File: src/rtl/bcd_countdown_timer.sv
// Two-digit BCD down-counter (99..00) used as the game/round timer.
// Counts down on CE ticks while running, supports load/start/pause,
// emits a one-cycle DONE pulse on expiry and exposes CE/CEO/TC cascade
// signals matching the up-counters elsewhere in the design.
module bcd_countdown_timer #(
    parameter bit         RELOAD     = 1'b0,
    parameter logic [7:0] INIT_VALUE = 8'h00
) (
    input  logic       C,
    input  logic       CLR,
    input  logic       CE,
    input  logic       LOAD,
    input  logic [3:0] D1,
    input  logic [3:0] D0,
    input  logic       START,
    input  logic       PAUSE,
    output logic [3:0] Q1,
    output logic [3:0] Q0,
    output logic       BUSY,
    output logic       DONE,
    output logic       TC,
    output logic       CEO
);

    typedef enum logic [1:0] {
        IDLE   = 2'd0,
        RUN    = 2'd1,
        PAUSED = 2'd2,
        EXPIRE = 2'd3
    } state_t;

    // Saturate a raw nibble to a legal BCD digit.
    function automatic logic [3:0] clamp_digit(input logic [3:0] d);
        return (d > 4'd9) ? 4'd9 : d;
    endfunction

    // BCD decrement of a two-digit value; caller guarantees value > 01.
    function automatic logic [7:0] dec_bcd(input logic [3:0] t, input logic [3:0] o);
        if (o != 4'd0)
            return {t, o - 4'd1};
        else
            return {t - 4'd1, 4'd9};
    endfunction

    localparam logic [3:0] INIT_T = clamp_digit(INIT_VALUE[7:4]);
    localparam logic [3:0] INIT_O = clamp_digit(INIT_VALUE[3:0]);

    state_t     state, state_n;
    logic [3:0] q1_n, q0_n;
    logic [3:0] ld1, ld0, ld1_n, ld0_n;
    logic       done_n, busy_n;

    // State, digit, load-register and registered-output updates.
    always_ff @(posedge C or negedge CLR) begin
        if (!CLR) begin
            state <= IDLE;
            Q1    <= INIT_T;
            Q0    <= INIT_O;
            ld1   <= INIT_T;
            ld0   <= INIT_O;
            DONE  <= 1'b0;
            BUSY  <= 1'b0;
        end else begin
            state <= state_n;
            Q1    <= q1_n;
            Q0    <= q0_n;
            ld1   <= ld1_n;
            ld0   <= ld0_n;
            DONE  <= done_n;
            BUSY  <= busy_n;
        end
    end

    // Next-state logic; priority LOAD > PAUSE > START > CE decrement.
    always_comb begin
        state_n = state;
        q1_n    = Q1;
        q0_n    = Q0;
        ld1_n   = ld1;
        ld0_n   = ld0;
        done_n  = 1'b0;

        if (LOAD) begin
            q1_n    = clamp_digit(D1);
            q0_n    = clamp_digit(D0);
            ld1_n   = clamp_digit(D1);
            ld0_n   = clamp_digit(D0);
            state_n = IDLE;
        end else begin
            case (state)
                IDLE: begin
                    if (!PAUSE && START)
                        state_n = ({Q1, Q0} == 8'h00) ? EXPIRE : RUN;
                end
                RUN: begin
                    if (PAUSE) begin
                        state_n = PAUSED;
                    end else if (CE) begin
                        // Reaching 00 (or already there) ends the count.
                        if ({Q1, Q0} <= 8'h01) begin
                            if (RELOAD) begin
                                q1_n   = ld1;
                                q0_n   = ld0;
                                done_n = 1'b1;
                            end else begin
                                q1_n    = 4'd0;
                                q0_n    = 4'd0;
                                state_n = EXPIRE;
                            end
                        end else begin
                            {q1_n, q0_n} = dec_bcd(Q1, Q0);
                        end
                    end
                end
                PAUSED: begin
                    if (!PAUSE && START)
                        state_n = RUN;
                end
                EXPIRE: begin
                    state_n = IDLE;
                end
                default: begin
                    state_n = IDLE;
                end
            endcase
        end

        if (state_n == EXPIRE)
            done_n = 1'b1;
        busy_n = (state_n == RUN) || (state_n == PAUSED);
    end

    // Cascade outputs: terminal count and borrow out.
    always_comb begin
        TC  = CLR && ({Q1, Q0} == 8'h00);
        CEO = CE && (state == RUN) && (Q0 == 4'd0);
    end

endmodule

File: config.mk
export PLATFORM = sky130hd
export DESIGN_NAME = bcd_countdown_timer
export DESIGN_NICKNAME = d
export VERILOG_FILES = /design/src/rtl/bcd_countdown_timer.sv
export SDC_FILE = /design/constraint.sdc
export NUM_CORES = 1
export LEC_CHECK = 0
export BUFFER_PORTS_ARGS = -buffer_cell sky130_fd_sc_hd__buf_2
export CAP_MARGIN = 20
export CELL_PAD_IN_SITES_DETAIL_PLACEMENT = 1
export CELL_PAD_IN_SITES_GLOBAL_PLACEMENT = 2
export CORE_MARGIN = 5
export CORE_UTILIZATION = 30
export DETAILED_ROUTE_END_ITERATION = 10
export PLACE_DENSITY = 0.78
export SLEW_MARGIN = 20
export SYNTH_ARGS = -nofsm -noshare
export SYNTH_HDL_FRONTEND = slang
export SYNTH_SLANG_ARGS = --single-unit
File: constraint.sdc
create_clock -name C -period 2.1 [get_ports C]
set_input_delay 0.42 -clock C [delete_from_list [all_inputs] [get_ports C]]
set_output_delay 0.42 -clock C [all_outputs]
set_load 0.01 [all_outputs]
### Yosys cells after proc, flatten, opt, wreduce, memory -nomap -nowiden

Cells that the tools add are included.

* register bits after elaboration: 12
* input port bits: 14
* output and inout port bits: 12

* add/sub/neg operators: 2
* magnitude comparators: 3
* equal/unequal tests: 8
* mux-type cells: 22
* reduce and logical (&&, ||, !) cells: 14

Operator list (count)
* $mux 4: 12
* $mux 2: 7
* $eq 2x2->1 const B: 4
* $gt 4x4->1 const B: 2
* $le 8x1->1 const B: 1
* $logic_not 8->1: 1
* $mux 8: 1
* $pmux 2 s4: 1
* $sub 4x1->4 const B: 2
* $eq 2x1->1 const B: 2
* $logic_and 1x1->1: 4
* $logic_not 4->1: 1
* $reduce_and 4->1: 1
* $reduce_bool 2->1: 2
* $reduce_bool 4->1: 1
* $ne 3x3->1 const B: 1
* $reduce_and 3->1: 1
* $logic_not 2->1: 1
* $ne 2x2->1 const B: 1
* $logic_not 1->1: 1
* $logic_or 1x1->1: 1
* $mux 1: 1

### Depth between registers and ports, before layout

* word-level depth: 8
* gate-level depth with buffers: 7

### Worst setup path before layout

No wires, ideal clock.

* kind: reg-to-reg
* start: reg Q1[0]
* end: reg BUSY
* setup time: 126 ps
* arrival time: 1792 ps
* data required time: 1974 ps
* setup slack: 182 ps
* cell stages (with the launch flop): 8
* clock period less this slack: 1918 ps
* path through: dfrtp_1 inv_1 ha_1 or3b_2 a21oi_2 o21ai_1 a31oi_1 ha_1

* longest elaborated chain between the ends: 8

RTL lines
* from (decl): RTL line 17 `output logic [3:0] Q1,`
* from (signal assigned): RTL line 65 `Q1 <= q1_n;`
* $le 8x1->1: RTL line 100 `if ({Q1, Q0} <= 8'h01) begin`
* $mux 2: RTL line 100
* $mux 2: RTL line 98 `end else if (CE) begin`
* $mux 2: RTL line 96 `if (PAUSE) begin`
* $pmux 2 s4 (*): RTL line 90 `case (state)`
* $mux 2 (*): RTL line 83 `if (LOAD) begin`
* via state_n[1]: RTL line 48 `state_t state, state_n;`
* $eq 2x1->1 / $eq 2x2->1 (equally long branches): RTL line 130 `busy_n = (state_n == RUN) || (state_n == PAUSED);`
* $logic_or 1x1->1 (*): RTL line 130
* via busy_n: RTL line 51 `logic done_n, busy_n;`
* to (signal assigned): RTL line 70 `BUSY <= busy_n;`
* to (decl): RTL line 19 `output logic BUSY,`

The timed path passes the listed nets; every way through them passes the cells marked *.
A chain may end at the register's enable or synchronous reset.

### Final worst setup path

* start: reg Q1[0]
* end: out TC

* longest elaborated chain between the ends: 2

RTL lines
* $logic_not 8->1: RTL line 135 `TC = CLR && ({Q1, Q0} == 8'h00);`
* $logic_and 1x1->1: RTL line 135
* to (decl): RTL line 21 `output logic TC,`

Every way passes these cells.

==> metrics <==
largest net degree at the start of global routing=21; simple-gate share of the synthesized area=0.300; main combinational cell family by area after synthesis=simple AND/OR/NAND/NOR gates; Std-Cell Rows=19; antenna violations before repair=0; Post-synth ARST share=1.00; Layout Nets=143; clk_skew=0.00624 ns; CTS tree=done; CP Data Required Time=1.68 ns; Slew @ Worst Pin=0.403 ns; Hold Buf Count CTS=0; top cells by area, synth=dfrtp_1 (35%), ha_1 (4.3%), o21ai_0 (4.0%); Leakage=0.506 nW; CP Capture Type=primary output; Max Fclk=501 MHz; placed insts=151; VDD IR-drop max=0.394 mV; crit-path cells=inv_1 > ha_1 > nor3b_2 > buf_4 > and3_1 > buf_2; clk sinks=12; Tcrit/Tclk final=0.951; DRC Markers=0; Synth cell types=42; arrival time of the worst setup path=1.58 ns; core area=2760 sq um; die width=63.8 um; DR iter-0 viols=28; first-pass GRT wire length=4.34 mm; Avg Cell Area, Syn=9.63 sq um; compound-cell area share of the yosys netlist=0.219; maximum clock path buffer count=2; Final min period=2.00 ns; die height=63.8 um; final non-filler cell total=155; max_slew headroom=0.729; Post-synth EDFFs=0; Starting Density=0.314; cell area after synthesis=867 sq um; slack of the worst reg-to-reg path=0.18 ns; post-synthesis mux area share=0.0505; sequential fraction of the synthesis area=0.346; multi-input logic area=543 sq um; die area=4070 sq um; synthesis-stage register bit count=12; most frequent cells in the layout=buf_2 (25), dfrtp_1 (10), nand2_1 (8); Mapped Cells=90; number of global-route vias before repair=921; port buffer count=25; ys flop type=dfrtp_1; layout cell share with drive strength beyond 1=0.403; max cap viols=0; outcome=finished, final reports clean; worst hold slack=0.0682 ns; I/O Pins=26; Pre-antenna DRT Iters=4; DP HPWL=1.99 mm; RSZ-0062 raised after global routing=false; fin util=0.405; crit path max fanout=6; # diodes=0; largest area contributor in the netlist=dfrtp_1; Setup CP Type=flop to primary output; post-route setup TNS=0 ns; via count=852; area share of fa/ha/maj cells after synthesis=0.0433; Vias/cell=5.50; Slew Limit Fails=0; Pwr Total=1.26 mW; most common cell after layout, fill and taps aside=buf_2; Tightest Hold Check Type=input pin to async pin; Final Hold Violating Endpoints=0; xor and xnor fraction of the mapped netlist area=0.0101; Sequential Area=303 sq um; clk_lat worst skew=0.27 ns; Slowest cell on crit path=dfrtp_1; H-tree depth=1; Synthesis Warnings=0; wire per inst=16.5 um; GRT overflow=0; WL final=2.55 mm; top-area cell type share of the netlist area=0.346; area grow syn2layout=28.7%; Reg clk slew, reported paths=0.08 ns; Final ANT Viol Nets=0; fillers=341; Num CTS Buffers=3; Critical Path Source Type=flop; total track usage=0.130; PD cells=1130 nW/um^2; CTS root buffer=clkbuf_4; setup violators final=0; Synthesized Nets=107; CP peak stage delay=0.40 ns; Routability Congestion=0.833
## sequential cells by signal, indices dropped and copies added (netlist names)
register / count
BUSY: 1
DONE: 1
Q0: 4
Q1: 4
state: 2
## report_power, final
part	leakage, nW	internal, mW	switching (mW)
Clock	0.0138	0.0663	0.0765
Sequential	0.152	0.300	0.125
Combinational	0.340	0.349	0.347
Total	0.506	0.715	0.548
## path summary, 6_finish.rpt
check                                  start  depth (start not counted)                  to
max reg2reg                Q1[0]$_DFFE_PN0P_                          7      BUSY$_DFF_PN0_
max in group asynchronous                CLR                          2   Q0[3]$_DFFE_PN0P_
min                                      CLR                          2  state[0]$_DFF_PN0_
max                        Q1[0]$_DFFE_PN0P_                          6                  TC
min reg2reg                Q1[1]$_DFFE_PN0P_                          1   Q1[1]$_DFFE_PN0P_
min in group C                         PAUSE                          2  state[0]$_DFF_PN0_
## per-layer routing
metal | track usage | part of all wire
met1 | 0.156 | 0.44
met2 | 0.225 | 0.50
met3 | 0.0210 | 0.047
met4 | 0.0623 | 0.011
met5 | 0 | 0
## area by class of cell
class	instances	share of cell area
Tap cell	31	0.0348
Multi-Input combinational cell	71	0.487
Sequential cell	12	0.271
Inverter	5	0.0168
Clock buffer	3	0.0202
Timing Repair Buffer	33	0.170
## repair_timing
action                     in CTS  in global routing
buffers inserted                0                  1
setup endpoints to repair       0                  2
gates resized for setup         0                  3
## synthesized netlist by cell type (2+ instances only)
cell / n
nand4_1: 2
clkbuf_1: 2
nor4b_1: 2
o22ai_1: 2
nor4b_2: 2
a31oi_1: 2
ha_1: 3
nand3b_1: 3
nand2_1: 8
nor3_1: 3
and3b_1: 2
o21a_1: 2
inv_1: 5
o211ai_1: 3
o21ai_0: 7
dfrtp_1: 12
mux2_2: 3
nor2_1: 3
## worst max-delay path: cells and delay by family (launching register included)
kind | cells | cell delay (ns)
DFF | 1 | 0.40
buffers and inverters | 3 | 0.38
and+or+nand+nor | 2 | 0.31
adders and majority gates | 1 | 0.22
## kinds of logic (layout without fill, tap and decap cells)
logic type | count (synthesis) | in the layout
adder cells (fa/ha/maj) | 3 | 3
flip-flops | 12 | 12
XOR/XNOR | 1 | 1
buffers and inverters | 7 | 41
AO/OA/AOI/OAI | 27 | 27
AND/OR/NAND/NOR | 36 | 36
multiplexers | 4 | 4
## stage by stage
step | instance area (sq um) | setup WS, ns
floorplan | 867 | 0.182
detailed placement | 1080 | 0.0802
CTS | 1100 | 0.0565
finish | 1120 | 0.103
global placement | 1080 | 0.173
global route | 1120 | 0.0177
Note: power is estimated with default switching activity, not from simulation.
